==> src/rtl/mem_block_mover_if.sv <==
// Command/status and data-memory port bundle between the mover and its surroundings.
// master = the mover (bus initiator); slave = controller plus data memory.
interface mem_block_mover_if #(
   parameter int ADDR_W = 8,
   parameter int DATA_W = 8,
   parameter int LEN_W  = 6
);
   logic              start;
   logic              mode;
   logic [ADDR_W-1:0] src_addr;
   logic [ADDR_W-1:0] dst_addr;
   logic [LEN_W-1:0]  length;
   logic [DATA_W-1:0] fill_value;
   logic [DATA_W-1:0] ReadData;
   logic [ADDR_W-1:0] Address;
   logic [DATA_W-1:0] WriteData;
   logic              MemRead;
   logic              MemWrite;
   logic              busy;
   logic              done;
   logic              error;

   modport master (
      input  start, mode, src_addr, dst_addr, length, fill_value, ReadData,
      output Address, WriteData, MemRead, MemWrite, busy, done, error
   );

   modport slave (
      output start, mode, src_addr, dst_addr, length, fill_value, ReadData,
      input  Address, WriteData, MemRead, MemWrite, busy, done, error
   );
endinterface

==> src/rtl/mem_block_mover.sv <==
// Block copy (memmove semantics) or constant fill on the data-memory port.
// Copies alternate READ/WRITE per byte; fills issue one WRITE per byte.
module mem_block_mover #(
   parameter int ADDR_W    = 8,
   parameter int DATA_W    = 8,
   parameter int MEM_DEPTH = 32,
   parameter int LEN_W     = 6
) (
   input  logic              clk,
   input  logic              reset,
   mem_block_mover_if.master bus
);

   localparam int SUM_W = ADDR_W + 1;

   typedef enum logic [2:0] {
      IDLE,
      CHECK,
      READ,
      WRITE,
      FINISH
   } state_t;

   state_t            state_q, state_d;
   logic              mode_q,  mode_d;
   logic              back_q,  back_d;
   logic              error_q, error_d;
   logic [ADDR_W-1:0] src_q,   src_d;
   logic [ADDR_W-1:0] dst_q,   dst_d;
   logic [LEN_W-1:0]  len_q,   len_d;
   logic [LEN_W-1:0]  idx_q,   idx_d;
   logic [DATA_W-1:0] fill_q,  fill_d;
   logic [DATA_W-1:0] hold_q,  hold_d;

   // Range sums carry one extra bit so base+length can never wrap.
   logic [SUM_W-1:0] len_ext;
   logic [SUM_W-1:0] src_end;
   logic [SUM_W-1:0] dst_end;
   logic             range_err;
   logic             go_backward;
   logic             last_byte;

   assign len_ext     = SUM_W'(len_q);
   assign src_end     = {1'b0, src_q} + len_ext;
   assign dst_end     = {1'b0, dst_q} + len_ext;
   assign range_err   = (dst_end > SUM_W'(MEM_DEPTH)) ||
                        (!mode_q && (src_end > SUM_W'(MEM_DEPTH)));
   assign go_backward = !mode_q && (src_q < dst_q) && ({1'b0, dst_q} < src_end);
   assign last_byte   = back_q ? (idx_q == '0) : (idx_q == len_q - LEN_W'(1));

   // NOTE: state registers use non-blocking assignments so every flop samples
   // the pre-edge value of every other flop, regardless of statement order.
   // NOTE: the command and hold registers are reset alongside the FSM; they are
   // a handful of flops, not a memory array, so the reset costs nothing real.
   always_ff @(posedge clk or negedge reset) begin
      if (!reset) begin
         state_q <= IDLE;
         mode_q  <= 1'b0;
         back_q  <= 1'b0;
         error_q <= 1'b0;
         src_q   <= '0;
         dst_q   <= '0;
         len_q   <= '0;
         idx_q   <= '0;
         fill_q  <= '0;
         hold_q  <= '0;
      end else begin
         state_q <= state_d;
         mode_q  <= mode_d;
         back_q  <= back_d;
         error_q <= error_d;
         src_q   <= src_d;
         dst_q   <= dst_d;
         len_q   <= len_d;
         idx_q   <= idx_d;
         fill_q  <= fill_d;
         hold_q  <= hold_d;
      end
   end

   // NOTE: every variable gets its hold value first, so no path through the
   // case statement can leave one unassigned and infer a latch.
   always_comb begin
      state_d = state_q;
      mode_d  = mode_q;
      back_d  = back_q;
      error_d = error_q;
      src_d   = src_q;
      dst_d   = dst_q;
      len_d   = len_q;
      idx_d   = idx_q;
      fill_d  = fill_q;
      hold_d  = hold_q;

      unique case (state_q)
         IDLE: begin
            if (bus.start) begin
               mode_d  = bus.mode;
               src_d   = bus.src_addr;
               dst_d   = bus.dst_addr;
               len_d   = bus.length;
               fill_d  = bus.fill_value;
               error_d = 1'b0;
               state_d = CHECK;
            end
         end
         CHECK: begin
            if (len_q == '0) begin
               state_d = FINISH;
            end else if (range_err) begin
               error_d = 1'b1;
               state_d = FINISH;
            end else begin
               back_d  = go_backward;
               idx_d   = go_backward ? len_q - LEN_W'(1) : '0;
               state_d = mode_q ? WRITE : READ;
            end
         end
         READ: begin
            hold_d  = bus.ReadData;
            state_d = WRITE;
         end
         WRITE: begin
            idx_d = back_q ? idx_q - LEN_W'(1) : idx_q + LEN_W'(1);
            if (last_byte) begin
               state_d = FINISH;
            end else begin
               state_d = mode_q ? WRITE : READ;
            end
         end
         FINISH: begin
            state_d = IDLE;
         end
         default: begin
            state_d = IDLE;
         end
      endcase
   end

   // Moore outputs: strobes and address come from state and registers only.
   always_comb begin
      bus.Address   = '0;
      bus.WriteData = '0;
      bus.MemRead   = 1'b0;
      bus.MemWrite  = 1'b0;
      unique case (state_q)
         READ: begin
            bus.Address = src_q + ADDR_W'(idx_q);
            bus.MemRead = 1'b1;
         end
         WRITE: begin
            bus.Address   = dst_q + ADDR_W'(idx_q);
            bus.MemWrite  = 1'b1;
            bus.WriteData = mode_q ? fill_q : hold_q;
         end
         default: begin
         end
      endcase
   end

   assign bus.busy  = (state_q == CHECK) || (state_q == READ) || (state_q == WRITE);
   assign bus.done  = (state_q == FINISH);
   assign bus.error = error_q;

endmodule

==> src/flat_wrapper.sv <==
// flat-port wrapper written by rule: the top's interface ports become plain ports
module mem_block_mover_flat 
#(
   parameter int ADDR_W    = 8,
   parameter int DATA_W    = 8,
   parameter int MEM_DEPTH = 32,
   parameter int LEN_W     = 6
)
  (clk, reset, bus_start, bus_mode, bus_src_addr, bus_dst_addr, bus_length, bus_fill_value, bus_ReadData, bus_Address, bus_WriteData, bus_MemRead, bus_MemWrite, bus_busy, bus_done, bus_error);
  mem_block_mover_if #(.ADDR_W(ADDR_W), .DATA_W(DATA_W), .LEN_W(LEN_W)) bus_i ();
  input  logic clk;
  input  logic reset;
  input wire logic [$bits(bus_i.start)-1:0] bus_start;
  input wire logic [$bits(bus_i.mode)-1:0] bus_mode;
  input wire logic [$bits(bus_i.src_addr)-1:0] bus_src_addr;
  input wire logic [$bits(bus_i.dst_addr)-1:0] bus_dst_addr;
  input wire logic [$bits(bus_i.length)-1:0] bus_length;
  input wire logic [$bits(bus_i.fill_value)-1:0] bus_fill_value;
  input wire logic [$bits(bus_i.ReadData)-1:0] bus_ReadData;
  output wire logic [$bits(bus_i.Address)-1:0] bus_Address;
  output wire logic [$bits(bus_i.WriteData)-1:0] bus_WriteData;
  output wire logic [$bits(bus_i.MemRead)-1:0] bus_MemRead;
  output wire logic [$bits(bus_i.MemWrite)-1:0] bus_MemWrite;
  output wire logic [$bits(bus_i.busy)-1:0] bus_busy;
  output wire logic [$bits(bus_i.done)-1:0] bus_done;
  output wire logic [$bits(bus_i.error)-1:0] bus_error;
  assign bus_i.start = bus_start;
  assign bus_i.mode = bus_mode;
  assign bus_i.src_addr = bus_src_addr;
  assign bus_i.dst_addr = bus_dst_addr;
  assign bus_i.length = bus_length;
  assign bus_i.fill_value = bus_fill_value;
  assign bus_i.ReadData = bus_ReadData;
  assign bus_Address = bus_i.Address;
  assign bus_WriteData = bus_i.WriteData;
  assign bus_MemRead = bus_i.MemRead;
  assign bus_MemWrite = bus_i.MemWrite;
  assign bus_busy = bus_i.busy;
  assign bus_done = bus_i.done;
  assign bus_error = bus_i.error;
  mem_block_mover #(.ADDR_W(ADDR_W), .DATA_W(DATA_W), .MEM_DEPTH(MEM_DEPTH), .LEN_W(LEN_W)) u_core (.clk(clk), .reset(reset), .bus(bus_i));
endmodule
==> config.mk <==
export PLATFORM = sky130hd
export DESIGN_NAME = mem_block_mover_flat
export DESIGN_NICKNAME = d
export VERILOG_FILES = /design/src/rtl/mem_block_mover_if.sv /design/src/rtl/mem_block_mover.sv /design/src/flat_wrapper.sv
export SDC_FILE = /design/constraint.sdc
export NUM_CORES = 1
export LEC_CHECK = 0
export BUFFER_PORTS_ARGS = -buffer_cell sky130_fd_sc_hd__clkbuf_2
export CORE_ASPECT_RATIO = 0.5
export CORE_MARGIN = 4
export CORE_UTILIZATION = 55
export CTS_BUF_LIST = sky130_fd_sc_hd__clkbuf_16
export CTS_CLUSTER_DIAMETER = 50
export DETAILED_ROUTE_END_ITERATION = 7
export PLACE_DENSITY = 0.78
export SLEW_MARGIN = 0
export SYNTH_ARGS = -nofsm -noshare
export SYNTH_HDL_FRONTEND = slang
export SYNTH_SLANG_ARGS = --single-unit
export TNS_END_PERCENT = 10
==> constraint.sdc <==
create_clock -name clk -period 3.7 [get_ports clk]
set_input_delay 0.555 -clock clk [delete_from_list [all_inputs] [get_ports clk]]
set_output_delay 0.555 -clock clk [all_outputs]
set_load 0.05 [all_outputs]
==> results of run 1 <==
-- worst paths after layout --
path                                          startpoint                            end  slack [ns]  depth (start not counted)
setup / recovery           u_core.state_q[2]$_DFFE_PN0N_                 bus_Address[7]        0.21                         13
hold / removal                                     reset   u_core.hold_q[3]$_DFFE_PN0P_        0.28                          1
setup reg to reg             u_core.len_q[0]$_DFFE_PN0P_    u_core.idx_q[5]$_DFFE_PN0P_        0.38                         12
hold reg to reg             u_core.fill_q[6]$_DFFE_PN0P_   u_core.fill_q[6]$_DFFE_PN0P_        0.51                          1
max in group asynchronous                          reset  u_core.state_q[2]$_DFFE_PN0N_        2.63                          2
min in group clk                         bus_dst_addr[5]    u_core.dst_q[5]$_DFFE_PN0P_        0.46                          3
-- routing by layer --
metal  share of wire  track usage  vias to the layer above  routed length, um
li1                -            -                     1516                  -
met1            0.50        0.332                     1460               4440
met2            0.43        0.348                       86               3780
met3           0.066       0.0568                        6                586
met4          0.0064       0.0446                        0                 57
met5               0            0                        -                  0
-- report_power, final --
group | internal (uW) | total [uW] | switching [uW]
logic | 1410 | 3030 | 1610
registers | 804 | 1180 | 377
clock network | 257 | 479 | 222
-- cells in the final DEF, fill, tap and decap left out, types with 6 or more instances in the layout --
cell type,synthesis,final
a21o_1,9,9
a21oi_1,16,16
buf_4,0,8
clkbuf_2,0,59
dfrtp_1,50,49
ha_1,35,35
inv_1,25,25
mux2_2,29,29
mux2i_1,13,13
nand2_1,30,29
nand3_1,6,6
nor2_1,30,28
nor3_1,12,10
o21ai_0,31,29
o21bai_1,6,6
o31ai_1,6,6
xnor2_1,20,20
xor2_1,7,7
-- critical path: stages, from the launching register on --
cell and delay [ns]:
dfrtp_2 0.45, nor2_2 0.18, nand2_4 0.11, o21ai_1 0.20
ha_1 0.26, a21o_1 0.17, a21o_1 0.19, a21o_1 0.17
a21oi_1 0.17, nor2b_1 0.09, o21ai_1 0.17, xnor2_1 0.10
nor2_1 0.18, buf_12 0.17
-- cell usage after synthesis (2+ instances only) --
library cell  instances
nor4_1                2
o31a_1                2
ha_1                 35
o21a_1                4
o31ai_1               6
nand3_1               6
nor3_1               12
nor2b_1               5
a21o_1                9
nand2_1              30
xnor2_1              20
nor4b_1               2
nand4_1               4
mux2_4                4
clkbuf_1             11
a211o_1               3
o21a_4                2
nor3b_1               2
nand2b_1              5
dfrtp_1              50
o21bai_1              6
xor2_1                7
a21oi_1              16
fa_1                  4
inv_1                25
and2_1                2
mux2i_1              13
buf_1                 2
o21ai_0              31
nor2_1               30
mux2_2               29
-- state kept, by name, indices dropped and copies added (netlist names) --
| register | cells |
|---|---|
| u_core.idx_q | 6 |
| u_core.fill_q | 8 |
| u_core.back_q | 1 |
| u_core.len_q | 6 |
| u_core.hold_q | 8 |
| u_core.mode_q | 1 |
| u_core.dst_q | 8 |
| u_core.src_q | 8 |
| u_core.state_q | 3 |
| u_core.bus.error | 1 |
-- metrics by stage --
stage / instances / area, sq um / worst slack (ns)
final: 550 / 4440 / 0.215
after global routing: 550 / 4440 / 0.0223
after CTS: 550 / 4420 / 0.0387
after detailed placement: 542 / 4270 / 0.309
after global placement: 542 / 4270 / 0.422
after floorplan: 394 / 3790 / -0.299
-- cell families (layout without fill, tap and decap cells) --
group | Yosys count | after routing
compound gates | 87 | 87
buf+inv | 39 | 103
simple gates | 104 | 104
mux | 46 | 46
xor+xnor | 28 | 28
flops | 50 | 50
fa+ha+maj | 40 | 40
-- timing repair --
action | CTS | global route
cloned | 0 | 0
pin swaps | 0 | 1
endpoints found under the setup margin | 1 | 2
gates resized for setup | 1 | 6
-- layout make-up --
| type | count | area [sq um] | area share |
|---|---|---|---|
| Multi-Input combinational cell | 305 | 2410 | 0.543 |
| Sequential cell | 50 | 1250 | 0.282 |
| Timing Repair Buffer | 70 | 415 | 0.0937 |
| Clock buffer | 5 | 125 | 0.0282 |
| Tap cell | 92 | 115 | 0.0260 |
| Inverter | 25 | 93.8 | 0.0212 |
| Clock inverter | 3 | 26.3 | 0.00592 |
==> impl_metrics.json, run 1 <==
{
  "drtIter0Drc": 218,
  "finalSetupViolCount": 0,
  "drc_errors": 0,
  "synthXorXnorAreaFrac": 0.0699,
  "synth-seq-cells": 50,
  "clock_skew_ns": 0.00743,
  "synth_ff_type": "dfrtp_1",
  "ant_nets": 0,
  "yosysUniqueCellTypes": 46,
  "cts_buffer_depth": 2,
  "grt_usage": 0.228,
  "initial_utilization": 0.566,
  "rsz0062_at_grt": "false",
  "wl_um": 8860,
  "vias": 3068,
  "cp-end-kind": "output port",
  "post-route-util": 0.665,
  "p_leak_uw": 0.00215,
  "area_delta_synth_final_pct": 17.5,
  "layout_min_cycle_time_ns": 3.49,
  "cts_tree": "done",
  "hold_buffers": 0,
  "wl_per_cell_um": 16.1,
  "synth.net_count": 475,
  "root_buffer": "clkbuf_16",
  "path_clk_slew_ns": 0.08,
  "fmax_mhz": 287,
  "grt_pass1_vias": 2966,
  "synth.area.mux_share": 0.137,
  "antenna_cells": 0,
  "synth-edff-count": 0,
  "ir_drop_v": 0.000372,
  "finalPower_uw": 4690,
  "hold_path.class": "input pin to asynchronous set/reset pin",
  "antenna_found_initial": 0,
  "postSynth.asyncResetShare": 1.00,
  "required_ns": 3.14,
  "grt_pass1_wl_um": 15100,
  "h-tree-depth": 2,
  "final.period_utilization": 0.942,
  "critPathKind": "register to output port",
  "yosysWarnings": 0,
  "die_w_um": 125,
  "nets": 538,
  "synth_fa_ha_area_frac": 0.140,
  "hold_ws_ns": 0.281,
  "ys_seq_area_frac": 0.331,
  "drt_pass1_iterations": 4,
  "clkSinkCount": 50,
  "synth_compound_area_frac": 0.152,
  "synth_simple_gate_area_frac": 0.131,
  "core-area_sq_um": 6670,
  "std_cell_rows": 21,
  "p_per_area_nw_per_um2": 1060,
  "syn_inst": 394,
  "pin_count": 63,
  "start_kind": "register",
  "hold_violations": 0,
  "synth_top_area_frac": 0.331,
  "routabilityCongestion": 0.920,
  "cts_made_buffers": 5,
  "drv_slew": 0,
  "post-cts-setup-buffers": 0,
  "maxSlewHeadroom": 0.548,
  "routed_via_density": 5.58,
  "portBuffers": 62,
  "place.detailed.hpwl_um": 6980,
  "synthTopCellsByArea": "dfrtp_1 33%, ha_1 12%, mux2_2 8.7%, xnor2_1 4.6%, o21ai_0 4.1%",
  "dieHeight_um": 66.6,
  "synth.avg_cell_area_sq_um": 9.58,
  "synth_top_family_by_area": "compound AO/OA/AOI/OAI gates",
  "netlist_area_sq_um": 3770,
  "grt.overflow.total": 0,
  "status": "completed",
  "crit_fanout": 10,
  "yosys.area.top_type": "dfrtp_1",
  "tightest_slew_ns": 0.678,
  "drive_gt1_frac": 0.282,
  "n_fill_cell": 573,
  "worstPathArrival_ns": 2.93,
  "drv_cap": 0,
  "dieArea_sq_um": 8330,
  "insertion_delay_ns": 0.30,
  "grt_start_max_net_pins": 28,
  "tns_ns": 0
}
Power figures use the tool's default switching activity.
==> run 2: changes to the inputs <==
--- a/config.mk
+++ b/config.mk
@@ -12,7 +12,7 @@
 export CTS_BUF_LIST = sky130_fd_sc_hd__clkbuf_16
 export CTS_CLUSTER_DIAMETER = 50
 export DETAILED_ROUTE_END_ITERATION = 7
-export PLACE_DENSITY = 0.78
+export PLACE_DENSITY = 0.77
 export SLEW_MARGIN = 0
 export SYNTH_ARGS = -nofsm -noshare
 export SYNTH_HDL_FRONTEND = slang
==> impl_metrics.json, run 2 (same netlist as run 1, synthesis figures left out) <==
{
  "pin_count": 63,
  "drtIter0Drc": 209,
  "dieArea_sq_um": 8330,
  "vias": 3114,
  "worstPathArrival_ns": 2.93,
  "grt_start_max_net_pins": 37,
  "dieHeight_um": 66.6,
  "place.detailed.hpwl_um": 7140,
  "std_cell_rows": 21,
  "hold_path.class": "input pin to asynchronous set/reset pin",
  "path_clk_slew_ns": 0.07,
  "clkSinkCount": 50,
  "ant_nets": 0,
  "grt_usage": 0.235,
  "drive_gt1_frac": 0.277,
  "routabilityCongestion": 0.926,
  "critPathKind": "register to output port",
  "cts_made_buffers": 5,
  "drv_slew": 0,
  "cts_tree": "done",
  "post-cts-setup-buffers": 0,
  "area_delta_synth_final_pct": 16.8,
  "drv_cap": 0,
  "drt_pass1_iterations": 6,
  "final.period_utilization": 0.942,
  "status": "completed",
  "finalPower_uw": 4760,
  "cp_slowest_cell": "dfrtp_2",
  "portBuffers": 62,
  "required_ns": 3.14,
  "antenna_found_initial": 0,
  "cts_buffer_depth": 2,
  "fmax_mhz": 287,
  "routed_via_density": 5.66,
  "start_kind": "register",
  "grt_pass1_wl_um": 15400,
  "crit_fanout": 20,
  "crit_chain": "nor2_1 > nand2_1 > buf_6 > o21ai_0 > ha_1 > a21o_1 > a21o_1 > a21oi_1 > nor2b_1 > o21ai_1 > xnor2_1 > nor2_1 > clkbuf_4",
  "root_buffer": "clkbuf_16",
  "antenna_cells": 0,
  "finalSetupViolCount": 0,
  "final_area_sq_um": 4410,
  "rsz0062_at_grt": "false",
  "cp-end-kind": "output port",
  "final_common_cell": "clkbuf_2",
  "p_leak_uw": 0.00214,
  "ir_drop_v": 0.000424,
  "hold_violations": 0,
  "wl_um": 9280,
  "die_w_um": 125,
  "clock_skew_ns": 0.00766,
  "postPlaceCellArea_sq_um": 4230,
  "insertion_delay_ns": 0.30,
  "initial_utilization": 0.566,
  "grt_pass1_vias": 3100,
  "layout_min_cycle_time_ns": 3.48,
  "tightest_slew_ns": 0.868,
  "maxSlewHeadroom": 0.421,
  "slowest_delay_ns": 0.45,
  "drc_errors": 0,
  "nets": 538,
  "grt.overflow.total": 0,
  "h-tree-depth": 2,
  "wl_per_cell_um": 16.9,
  "n_fill_cell": 587,
  "hold_ws_ns": 0.362,
  "core-area_sq_um": 6670,
  "final_cell_mix": "60 x clkbuf_2, 49 x dfrtp_1, 35 x ha_1",
  "p_per_area_nw_per_um2": 1080
}
-- run 2: cell count changes in the layout (fill, tap and decap cells not counted), sizes merged --
cell    before  now
buf         11    8
clkbuf      64   67
bufinv       0    1
inv         27   26
-- run 2: final timing paths --
path	startpoint	end	slack, ns	cells past startpoint
worst max-delay path	u_core.state_q[2]$_DFFE_PN0N_	bus_Address[7]	0.22	13
worst min-delay path	reset	u_core.src_q[3]$_DFFE_PN0P_	0.36	1
worst max register to register	u_core.len_q[4]$_DFFE_PN0P_	u_core.idx_q[3]$_DFFE_PN0P_	0.32	14
worst min register to register	u_core.hold_q[3]$_DFFE_PN0P_	u_core.hold_q[3]$_DFFE_PN0P_	0.51	1
max in group asynchronous	reset	u_core.dst_q[6]$_DFFE_PN0P_	2.55	2
min in group clk	bus_dst_addr[4]	u_core.dst_q[4]$_DFFE_PN0P_	0.46	3
-- run 2: through the flow --
stage               setup slack, ns  utilization  TNS (ns)  cells
CTS                          0.0260        0.659         0    550
detailed placement            0.363        0.633         0    542
global placement              0.408        0.633         0    542
floorplan                    -0.299            -    -0.846    394
global route                 0.0118        0.661         0    550
finish                        0.215        0.661         0    550
-- run 2: critical path: cells and delay by family, from the launching register on --
kind                     cells  cell delay, ns
flip-flops                   1            0.45
AND/OR/NAND/NOR              4            0.46
XOR/XNOR                     1            0.10
AO/OA/AOI/OAI                5            0.90
adder cells (fa/ha/maj)      1            0.29
buffers and inverters        2            0.45
-- run 2: report_power, final --
part / internal (uW) / leakage, uW / switching (uW) / total, uW
logic: 1400 / 0.00145 / 1630 / 3030
registers: 804 / 0.000610 / 383 / 1190
clock network: 323 / 0.0000844 / 219 / 542
-- run 2: area by class of cell --
| type | instances | area, sq um | share of cell area |
|---|---|---|---|
| multi-input combinational | 305 | 2400 | 0.544 |
| clock buffer | 5 | 125 | 0.0284 |
| tap | 92 | 115 | 0.0261 |
| sequential | 50 | 1250 | 0.284 |
| inverter | 25 | 93.8 | 0.0213 |
| timing repair buffer | 70 | 379 | 0.0860 |
| clock inverter | 3 | 47.5 | 0.0108 |
-- run 2: routing by layer --
metal	GRT usage	wire length, um	vias to the layer above
li1	-	-	1513
met1	0.327	4510	1462
met2	0.366	3940	126
met3	0.0624	716	13
met4	0.0595	123	0
met5	0	0	-
-- run 2: what timing repair did --
| item | CTS | global route |
|---|---|---|
| setup endpoints to repair | 0 | 2 |
| hold buffers | 0 | 0 |
| resized for setup | 0 | 9 |
==> run 3: changes to the inputs <==
--- a/config.mk
+++ b/config.mk
@@ -5,14 +5,15 @@
 export SDC_FILE = /design/constraint.sdc
 export NUM_CORES = 1
 export LEC_CHECK = 0
-export BUFFER_PORTS_ARGS = -buffer_cell sky130_fd_sc_hd__clkbuf_2
 export CORE_ASPECT_RATIO = 0.5
 export CORE_MARGIN = 4
 export CORE_UTILIZATION = 55
 export CTS_BUF_LIST = sky130_fd_sc_hd__clkbuf_16
 export CTS_CLUSTER_DIAMETER = 50
 export DETAILED_ROUTE_END_ITERATION = 7
-export PLACE_DENSITY = 0.77
+export DONT_BUFFER_PORTS = 1
+export HOLD_SLACK_MARGIN = 0.1
+export PLACE_DENSITY = 0.69
 export SLEW_MARGIN = 0
 export SYNTH_ARGS = -nofsm -noshare
 export SYNTH_HDL_FRONTEND = slang
==> impl_metrics.json, run 3 (same netlist as run 1, synthesis figures left out) <==
{
  "insertion_delay_ns": 0.30,
  "switching_power_uw": 2250,
  "core-area_sq_um": 6670,
  "initial_utilization": 0.566,
  "routed_via_density": 6.01,
  "hold_violations": 0,
  "critPathTopFamily": "simple AND/OR/NAND/NOR gates",
  "routabilityCongestion": 0.933,
  "cp_slowest_cell": "dfrtp_2",
  "comb_power_share": 0.642,
  "grt_start_max_net_pins": 51,
  "clock_skew_ns": 0.00373,
  "path_clk_slew_ns": 0.07,
  "drc_errors": 0,
  "status": "completed",
  "dp_cells": 493,
  "cpMostUsedCell": "inv_1",
  "cp-end-kind": "output port",
  "p_per_area_nw_per_um2": 1110,
  "p_sw_frac": 0.479,
  "drt_pass1_iterations": 4,
  "start_kind": "register",
  "p_seq_frac": 0.258,
  "seqCellArea_sq_um": 1250,
  "vias": 3025,
  "reg2reg_depth": 10,
  "multi_input_area_sq_um": 2410,
  "hold_ws_ns": 0.0923,
  "p_leak_uw": 0.00195,
  "h-tree-depth": 2,
  "final_area_sq_um": 4220,
  "dieHeight_um": 66.6,
  "wl_per_cell_um": 18.9,
  "clkSinkCount": 50,
  "post-route-util": 0.632,
  "final.period_utilization": 0.950,
  "portBuffers": 0,
  "worst-path-stages": 17,
  "setup_ws_ns": 0.183,
  "grt_usage": 0.238,
  "place.detailed.hpwl_um": 7220,
  "antenna_cells": 0,
  "tightest_slew_ns": 0.981,
  "die_w_um": 125,
  "grt.overflow.total": 0,
  "antenna_found_initial": 0,
  "drtIter0Drc": 334,
  "crit_chain": "inv_1 > nor2_2 > nand2_2 > inv_1 > nand2_1 > nand2_1 > ha_1 > inv_1 > fa_1 > nor2b_2 > o21ai_0 > nand2b_1 > a21o_1 > a21oi_1 > xnor2_1 > nor2_2 > buf_12",
  "worstPathArrival_ns": 2.96,
  "wl_um": 9480,
  "fin_cells": 503,
  "cts_tree": "done",
  "n_fill_cell": 547,
  "finalSetupViolCount": 0,
  "critPathBufInv": 4,
  "drv_slew": 0,
  "dieArea_sq_um": 8330,
  "area_delta_synth_final_pct": 11.7,
  "intPower_uw": 2440,
  "slowest_delay_ns": 0.42,
  "hold_path.class": "input pin to asynchronous set/reset pin",
  "root_buffer": "clkbuf_16",
  "grt_pass1_vias": 3118,
  "layout_min_cycle_time_ns": 3.52,
  "required_ns": 3.14,
  "crit_fanout": 7,
  "grt_pass1_wl_um": 15600,
  "cts_made_buffers": 5,
  "final_cell_mix": "49 x dfrtp_1, 35 x ha_1, 30 x nand2_1, 30 x o21ai_0, 29 x mux2_2",
  "fmax_mhz": 284,
  "drv_cap": 0,
  "rrSetupSlack_ns": 0.36,
  "cts_buffer_depth": 2,
  "ant_nets": 0,
  "postPlaceCellArea_sq_um": 4030,
  "post-place-ws_ns": 0.296,
  "ir_drop_v": 0.000438,
  "drive_gt1_frac": 0.202,
  "critPathKind": "register to output port",
  "maxSlewHeadroom": 0.345,
  "pin_count": 63,
  "power.share.clock": 0.100,
  "std_cell_rows": 21,
  "nets": 492,
  "final_common_cell": "dfrtp_1"
}
-- run 3: cell types whose count changed in the layout (fill, tap and decap cells not counted), sizes merged --
cell	delta
bufinv	-1
clkbuf	-62
nand2	+1
buf	+15
-- run 3: final cells by class --
cell class                 instances  share of cell area
clock buffer                       5              0.0297
clock inverter                     2             0.00326
inverter                          25              0.0222
multi-input combinational        306               0.572
sequential                        50               0.297
tap                               92              0.0273
timing repair buffer              23              0.0487
-- run 3: path summary, 6_finish.rpt --
path,start,endpoint
setup / recovery,u_core.state_q[1]$_DFFE_PN0N_,bus_Address[6]
hold / removal,reset,u_core.idx_q[3]$_DFFE_PN0P_
setup reg to reg,u_core.src_q[0]$_DFFE_PN0P_,u_core.back_q$_DFFE_PN0P_
hold reg to reg,u_core.hold_q[5]$_DFFE_PN0P_,u_core.hold_q[5]$_DFFE_PN0P_
max in group asynchronous,reset,u_core.state_q[1]$_DFFE_PN0N_
min in group clk,bus_dst_addr[2],u_core.dst_q[2]$_DFFE_PN0P_
-- run 3: repair_timing --
item,CTS,global route
buffers inserted,0,1
gates cloned,0,1
endpoints found under the setup margin,1,2
hold buffers,1,0
pin swaps,0,1
gates resized for setup,1,5
endpoints found under the hold margin,50,0
-- run 3: power groups by stage --
stage	registers [uW]	clock network (uW)	logic, uW
after floorplan	1020	0	2450
after global placement	1190	0	2790
after detailed placement	1200	0	2940
after CTS	1200	472	2970
after global routing	1250	494	3350
final	1210	472	3010
-- run 3: worst reg2reg max path, delay by kind of cell, from the launching register on --
| kind | cells | cell delay (ns) |
|---|---|---|
| multiplexers | 1 | 0.25 |
| adder cells (fa/ha/maj) | 2 | 0.66 |
| flip-flops | 1 | 0.43 |
| XOR/XNOR | 1 | 0.15 |
| AND/OR/NAND/NOR | 2 | 0.64 |
| AO/OA/AOI/OAI | 4 | 1.12 |
-- run 3: routing by layer --
metal  wire (um)  track usage  share of wire
met5           0            0              0
met4         133       0.0608          0.014
met3         891       0.0881          0.094
met2        4050        0.376           0.43
met1        4400        0.311           0.46
-- run 3: stage by stage --
| stage | setup TNS, ns | power (uW) |
|---|---|---|
| after floorplan | -0.846 | 3460 |
| after global placement | 0 | 3980 |
| after detailed placement | 0 | 4140 |
| after CTS | 0 | 4640 |
| after global routing | -0.00170 | 5090 |
| final | 0 | 4690 |
